## config.mk

```make
export PLATFORM = sky130hd
export DESIGN_NAME = calc_display_ctrl_flat
export DESIGN_NICKNAME = d
export VERILOG_FILES = /design/src/rtl/calc_display_ctrl_if.sv /design/src/rtl/calc_display_ctrl.sv /design/src/flat_wrapper.sv
export SDC_FILE = /design/constraint.sdc
export NUM_CORES = 1
export LEC_CHECK = 0
export BUFFER_PORTS_ARGS = -buffer_cell sky130_fd_sc_hd__buf_4
export CORE_ASPECT_RATIO = 1.25
export CORE_MARGIN = 2
export CORE_UTILIZATION = 45
export DETAILED_ROUTE_END_ITERATION = 7
export PLACE_DENSITY = 0.66
export SYNTH_ARGS = -nofsm -noshare
export SYNTH_HDL_FRONTEND = slang
export SYNTH_SLANG_ARGS = --single-unit
```

## constraint.sdc

```tcl
create_clock -name clock -period 2 [get_ports clock]
set_input_delay 0.2 -clock clock [delete_from_list [all_inputs] [get_ports clock]]
set_output_delay 0.2 -clock clock [all_outputs]
set_load 0.05 [all_outputs]
```

## src/rtl/calc_display_ctrl_if.sv

```systemverilog
// calc_display_ctrl_if: calculator digit stream in, multiplexed seven-segment display out
interface calc_display_ctrl_if;
    logic [1:0] status;
    logic [3:0] data;
    logic [3:0] pos;
    logic [7:0] an;
    logic [6:0] seg;
    logic       dp;
    logic       frame_done;
    modport master (output status, data, pos, input an, seg, dp, frame_done);
    modport slave (input status, data, pos, output an, seg, dp, frame_done);
endinterface

```

## src/rtl/calc_display_ctrl.sv

```systemverilog
// calc_display_ctrl: frames the calculator digit stream into a tear-free 8-digit scanned display
module calc_display_ctrl #(
    parameter int SCAN_DIV = 1000
) (
    input logic clock,
    input logic reset,
    calc_display_ctrl_if.slave bus
);
    localparam int DW = $clog2(SCAN_DIV);
    localparam logic [DW-1:0] DIV_MAX = DW'(SCAN_DIV - 1);
    localparam logic [6:0] SEG_BLANK = 7'b1111111;
    typedef enum logic [2:0] {D0, D1, D2, D3, D4, D5, D6, D7} idx_t;
    logic [1:0]    r_status;
    logic [3:0]    r_shadow [7];
    logic [3:0]    r_visible [8];
    logic [DW-1:0] r_div;
    idx_t          r_idx;
    logic [7:0]    r_an;
    logic [6:0]    r_seg;
    logic          r_dp;
    logic          r_frame_done;
    logic          w_print;
    logic          w_store;
    logic          w_commit;
    logic [2:0]    w_slot;
    logic [7:0]    w_lit;
    logic [6:0]    w_err_seg;
    logic [6:0]    w_seg;
    function automatic logic [6:0] f_seg(input logic [3:0] d);
        case (d)
            4'd0:    return 7'b1000000;
            4'd1:    return 7'b1111001;
            4'd2:    return 7'b0100100;
            4'd3:    return 7'b0110000;
            4'd4:    return 7'b0011001;
            4'd5:    return 7'b0010010;
            4'd6:    return 7'b0000010;
            4'd7:    return 7'b1111000;
            4'd8:    return 7'b0000000;
            4'd9:    return 7'b0010000;
            default: return SEG_BLANK;
        endcase
    endfunction
    assign w_print  = bus.status == 2'b11;
    assign w_store  = w_print && bus.pos >= 4'd1 && bus.pos <= 4'd7;
    assign w_commit = w_print && bus.pos == 4'd8;
    assign w_slot   = 3'(bus.pos - 4'd1);
    // a digit is lit once any digit at or above it is non-zero; digit 0 always lit
    always_comb begin
        logic v_acc;
        v_acc = 1'b0;
        w_lit = 8'h01;
        for (int i = 7; i >= 1; i--) begin
            v_acc    = v_acc || r_visible[i] != 4'd0;
            w_lit[i] = v_acc;
        end
    end
    always_comb begin
        w_err_seg = r_idx == D3 ? 7'b0000110 :
                    (r_idx == D2 || r_idx == D1) ? 7'b0101111 :
                    r_idx == D0 ? 7'b0100011 : SEG_BLANK;
        w_seg = r_status == 2'b00 ? w_err_seg :
                w_lit[r_idx] ? f_seg(r_visible[r_idx]) : SEG_BLANK;
    end
    always_ff @(posedge clock) begin
        if (reset) begin
            r_status     <= 2'b10;
            r_div        <= '0;
            r_idx        <= D0;
            r_an         <= 8'b11111110;
            r_seg        <= 7'b1000000;
            r_dp         <= 1'b1;
            r_frame_done <= 1'b0;
            for (int i = 0; i < 7; i++) r_shadow[i] <= 4'd0;
            for (int i = 0; i < 8; i++) r_visible[i] <= 4'd0;
        end else begin
            r_status     <= bus.status;
            r_frame_done <= w_commit;
            if (w_store) r_shadow[w_slot] <= bus.data;
            if (w_commit) begin
                r_visible[7] <= bus.data;
                for (int i = 0; i < 7; i++) r_visible[i] <= r_shadow[i];
            end
            if (r_div == DIV_MAX) begin
                r_div <= '0;
                r_idx <= idx_t'(r_idx + 3'd1);
            end else begin
                r_div <= r_div + 1'b1;
            end
            r_an  <= ~(8'b1 << r_idx);
            r_seg <= w_seg;
            r_dp  <= !(r_status == 2'b01 && r_idx == D0);
        end
    end
    assign bus.an         = r_an;
    assign bus.seg        = r_seg;
    assign bus.dp         = r_dp;
    assign bus.frame_done = r_frame_done;
endmodule

```

## src/flat_wrapper.sv

```systemverilog
// flat-port wrapper written by rule: the top's interface ports become plain ports
module calc_display_ctrl_flat 
#(
    parameter int SCAN_DIV = 1000
)
  (clock, reset, bus_status, bus_data, bus_pos, bus_an, bus_seg, bus_dp, bus_frame_done);
  calc_display_ctrl_if bus_i ();
  input logic clock;
  input logic reset;
  input wire logic [$bits(bus_i.status)-1:0] bus_status;
  input wire logic [$bits(bus_i.data)-1:0] bus_data;
  input wire logic [$bits(bus_i.pos)-1:0] bus_pos;
  output wire logic [$bits(bus_i.an)-1:0] bus_an;
  output wire logic [$bits(bus_i.seg)-1:0] bus_seg;
  output wire logic [$bits(bus_i.dp)-1:0] bus_dp;
  output wire logic [$bits(bus_i.frame_done)-1:0] bus_frame_done;
  assign bus_i.status = bus_status;
  assign bus_i.data = bus_data;
  assign bus_i.pos = bus_pos;
  assign bus_an = bus_i.an;
  assign bus_seg = bus_i.seg;
  assign bus_dp = bus_i.dp;
  assign bus_frame_done = bus_i.frame_done;
  calc_display_ctrl #(.SCAN_DIV(SCAN_DIV)) u_core (.clock(clock), .reset(reset), .bus(bus_i));
endmodule
```

# After elaboration in Yosys (flattened, before gate mapping)
# Memories as Yosys holds them, arrays and structs flattened. A register that Yosys moved wholly into a read port is not among the register bits.
# Index checks and enable logic that the tools add are counted.
[word_totals] wordCells=84 mem_count=3 romBits=112 regBits=32 input_bits=12 ram_bits=60 out_inout_bits=17
[classes] n_eq_ne=7 n_bitwise=9 reduce_logical=23 muxes=28 shift=1 add_sub_neg=3 magnitude_cmp=3
[mem_list] memory="(name not given)" words=16 width=7 rd=1 rd_ports_with_merged_regs=0 wr=0 line_no="calc_display_ctrl.sv:30" text="case (d)"
[mem_list] memory="u_core.r_visible" words=8 width=4 rd=8 rd_ports_with_merged_regs=1 wr=8 line_no="calc_display_ctrl.sv:15" text="logic [3:0] r_visible [8];"
[mem_list] memory="u_core.r_shadow" words=7 width=4 rd=7 rd_ports_with_merged_regs=0 wr=7 line_no="calc_display_ctrl.sv:14" text="logic [3:0] r_shadow [7];"
[op_table] operator="4-bit two-way mux" count=9
[op_table] operator="7-bit two-way mux" count=5
[op_table] operator="4-bit nonzero test" count=7
[op_table] operator="10-bit by 1-bit adder with 10-bit output, second input constant" count=1
[op_table] operator="10-bit equality test, second input constant" count=1
[op_table] operator="1-bit two-way mux" count=10
[op_table] operator="3-bit two-way mux" count=3
[op_table] operator="8-bit inverter" count=1
[op_table] operator="1-bit bitwise OR" count=8
[op_table] operator="1-bit by 3-bit left shift with 8-bit output, first input constant" count=1
[op_table] operator="1-bit logical OR" count=7
[op_table] operator="3-bit by 2-bit equality test with 1-bit output, second input constant" count=2
[op_table] operator="4-bit equality test, second input constant" count=1
[op_table] operator="4-bit by 1-bit greater-or-equal comparator with 1-bit output, second input constant" count=1
[op_table] operator="4-bit by 3-bit less-or-equal comparator with 1-bit output, second input constant" count=1
[op_table] operator="1-bit logical AND" count=4
[op_table] operator="3-bit by 4-bit < comparator with 1-bit output, second input constant" count=1
[op_table] operator="4-bit OR reduction" count=1
[op_table] operator="3-bit by 1-bit adder with 3-bit output, second input constant" count=1
[op_table] operator="1-bit binary-select mux with 3-bit select" count=1
[op_table] operator="3-bit by 1-bit equality test with 1-bit output, second input constant" count=1
[op_table] operator="3-bit zero test" count=1
[op_table] operator="3-bit by 1-bit subtractor with 3-bit output, second input constant" count=1
[op_table] operator="2-bit by 1-bit equality test with 1-bit output, second input constant" count=1
[op_table] operator="other kinds (4)" count=4

# Depth between registers and ports, before layout
# An unclocked memory read counts as a cell.
[logic_depth] ltp_word=12 ltp_mapped=10 ltp_nobuf=9

# Least setup slack after synthesis
# Ideal clock, no wire load.
[synth_path] path_type="flip-flop to flip-flop" startpoint="register (tool-made name)" endpoint="register u_core.r_seg[0] (netlist: u_core.bus.seg[0])" required_time_ns=1.869 stages_incl_launch_ff=9 setup_time_ns=0.131 period_less_slack_ns=2.128 path_buffers=1 path_slack_ns=-0.128 t_arrival_ns=1.997 path_cell_list="dfxtp_1 buf_2 mux4_2 mux2i_1 inv_1 ha_1 mux2_1 nand2_1 a31oi_1"
[synth_lines] element="end signal: assignment" line_no="calc_display_ctrl.sv:91" text="r_seg <= w_seg;"
[synth_lines] element="end: declaration" line_no="calc_display_ctrl.sv:19" text="logic [6:0] r_seg;"

==> impl_metrics.csv <==
group,metric,value,unit
global_routing,overflow,0,
clock_network,clock_tree.root_cell,"clkbuf_16",
setup_path,cp-end-kind,"flip-flop",
floorplan,io_pins,29,
synthesis,yosysUniqueCellTypes,44,
setup_path,startpoint_type,"flip-flop",
run_status,status,"complete, but fails checks",
clock_network,cts-buffers-inserted,9,
synthesis,syn_avg_cell_area,12.3,um^2
sta,fin_tns_setup,-0.123,ns
routing,drc,0,
floorplan,start_util,45.5,%
layout,fillers,771,
routing,viasPerCell,4.87,
pwr,power_density,788,nW/um^2
clock_network,clk_latency,0.33,ns
setup_path,critical_path_arrival,2.27,ns
global_routing,grtUsageTotal,15.8,%
setup_path,criticalPathCategory,"flip-flop to flip-flop",
layout,mostFrequentLayoutCells,"edfxtp_1, buf_4, and2_1",
layout,nNetsFinal,419,
synthesis,async_flop_share,0,%
synthesis,synthFlopType,"edfxtp_1",
placement,dp_hpwl,5.35,mm
sta,slew_headroom,68.5,%
synthesis,postSynthCellCount,335,
sta,whs,0.0631,ns
synthesis,ys_ff_latch,95,
sta,max_freq,484,MHz
placement,routabilityCongestion,0.836,
setup_path,cp.required,2.21,ns
floorplan,core_area,9030,um^2
routing,vias,2534,
routing,drt_wl_total,7.22,mm
clock_network,clk_pin_slew,0.06,ns
pwr,ir_worst_vdd,493,uV
sta,worst_pin_slew,0.467,ns
sta,final_max_slew_viol_count,0,
layout,final_common_cell,"edfxtp_1",
setup_path,critical_path_buf_inv_count,1,
clock_network,cts_hold_buf,0,
global_routing,antenna_found_initial,0,
synthesis,ys_seq_area_share,59.9,%
sta,min_period,2.06,ns
clock_network,htree_levels,3,
global_routing,first_global_vias,2497,
synthesis,synth_area,4110,um^2
setup_path,cp_max_fo,4,
floorplan,die_w,89.5,um
layout,drive_gt1_share,25.4,%
floorplan,die_h,111,um
floorplan,rows,39,
floorplan,dieArea,9910,um^2
clock_network,cts_tree,"yes",
placement,place_ws,-0.0656,ns
synthesis,synth_edf_count,56,
sta,setup_slack,-0.0649,ns
sta,setup_viol,4,
sta,grt_setup_unrepaired,"yes",
min_path,hp-class,"primary input to flip-flop",
flow_run,max_cap_viol_count,0,
setup_path,crit_slowest_cell,"mux4_2",
clock_network,clockBufferDepth,2,
placement,port_buffers,28,
sta,hold_violations,0,
routing,wire_per_inst,13.9,um
synthesis,ys_warn_count,0,
layout,syn2layout_area_growth,21.5,%
global_routing,grt_pass1_wl,11.8,mm
global_routing,grt_max_degree,33,
run_status,violations,"setup timing",
pwr,p_leak,2.01,nW
routing,drtIter0Drc,63,
layout,insertedDiodeCount,0,
setup_path,path_cells,"mux4_2, mux2i_4, buf_6, ha_2, mux2i_1, mux2i_1, a21o_1, a21oi_1",
setup_path,path_common_cell,"mux2i_1",
clock_network,clock-sinks,95,
synthesis,synth_nets,362,
sta,skew,0.00546,ns
setup_path,critPathMaxStageDelay,0.51,ns
setup_path,crit_family,"multiplexers",
routing,dr.pass1.iters,4,
sta,min_period_over_period,103,%
routing,ant_nets,0,
## routing by layer
layer / GRT usage [%] / wire (um)
met1: 18.4 / 2860
met2: 27.6 / 3960
met3: 3.80 / 271
met5: 0 / 0
met4: 5.87 / 128
## what timing repair did
action,CTS,global route
endpoints found under the setup margin,7,7
setup buffers,4,5
endpoints found under the hold margin,0,0
pin swaps,2,9
gates resized for setup,2,15
## worst paths after layout
path,from,to,slack (ns),cells after the start
max,u_core.r_visible[2][0]$_SDFFCE_PN0P_,u_core.bus.seg[4]$_SDFF_PP0_,-0.06,8
min,bus_status[1],u_core.r_status[1]$_SDFF_PP1_,0.06,2
max reg2reg,u_core.r_visible[2][0]$_SDFFCE_PN0P_,u_core.bus.seg[4]$_SDFF_PP0_,-0.06,8
min reg2reg,u_core.r_status[0]$_SDFF_PP0_,u_core.bus.dp$_SDFF_PP1_,0.43,1
## per-stage QoR
stage,utilization (%),std cells,area [um^2],power (W)
final,55.3,520,4990,0.00393
after global routing,55.3,520,4990,0.00408
after CTS,54.4,515,4910,0.00396
after detailed placement,50.9,495,4590,0.00244
after global placement,50.9,495,4590,0.00243
after floorplan,-,335,4120,0.00234
## report_power, final
part / switching [W] / total (W) / internal (W)
sequential: 0.0000274 / 0.00216 / 0.00213
combinational: 0.000149 / 0.000249 / 0.000100
clock: 0.000677 / 0.00152 / 0.000843
total: 0.000854 / 0.00393 / 0.00308
## state kept, by name, indices dropped and copies added, names as in the netlist, named ones only
name                   cells
u_core.r_visible          32
u_core.r_shadow           28
u_core.r_div              10
u_core.bus.an              8
u_core.bus.seg             7
u_core.r_idx               3
u_core.r_status            2
u_core.bus.dp              1
u_core.bus.frame_done      1
## logic make-up after synthesis
family	synth area share (%)
and+or+nand+nor	17.8
DFF	59.9
adders and majority gates	4.57
xor gates and xnor gates	2.13
AOI/OAI and AO/OA	5.15
muxes	7.61
buffers and inverters	2.77
## Yosys cell counts (6+ instances only)
master    number  share of area (%)
edfxtp_1      56                 41
o21ai_0        6               0.73
clkbuf_1       8               0.73
ha_1          15                4.6
and2_1        40                6.1
nor4_1         6               0.91
xnor2_1        7                1.5
nand3_1        7               0.85
dfxtp_1       39                 19
nand2_1       20                1.8
or2_2          6               0.91
inv_1         17                1.6
nor2_1        39                3.6
## worst reg2reg max path, stage by stage (launching register included)
cell	delay, ns
edfxtp_1	0.43
mux4_2	0.51
mux2i_4	0.26
buf_6	0.14
ha_2	0.16
mux2i_1	0.07
mux2i_1	0.17
a21o_1	0.14
a21oi_1	0.06
## cell type report
type	instances	area, um^2	share of cell area (%)
repair buffers	57	464	9.30
well taps	123	154	3.08
flip-flops and latches	95	2470	49.4
clock buffers	11	233	4.66
inverters	17	66.3	1.33
clock inverters	5	35.0	0.702
multi-input cells	212	1570	31.5
Power figures use the tool's default switching activity.
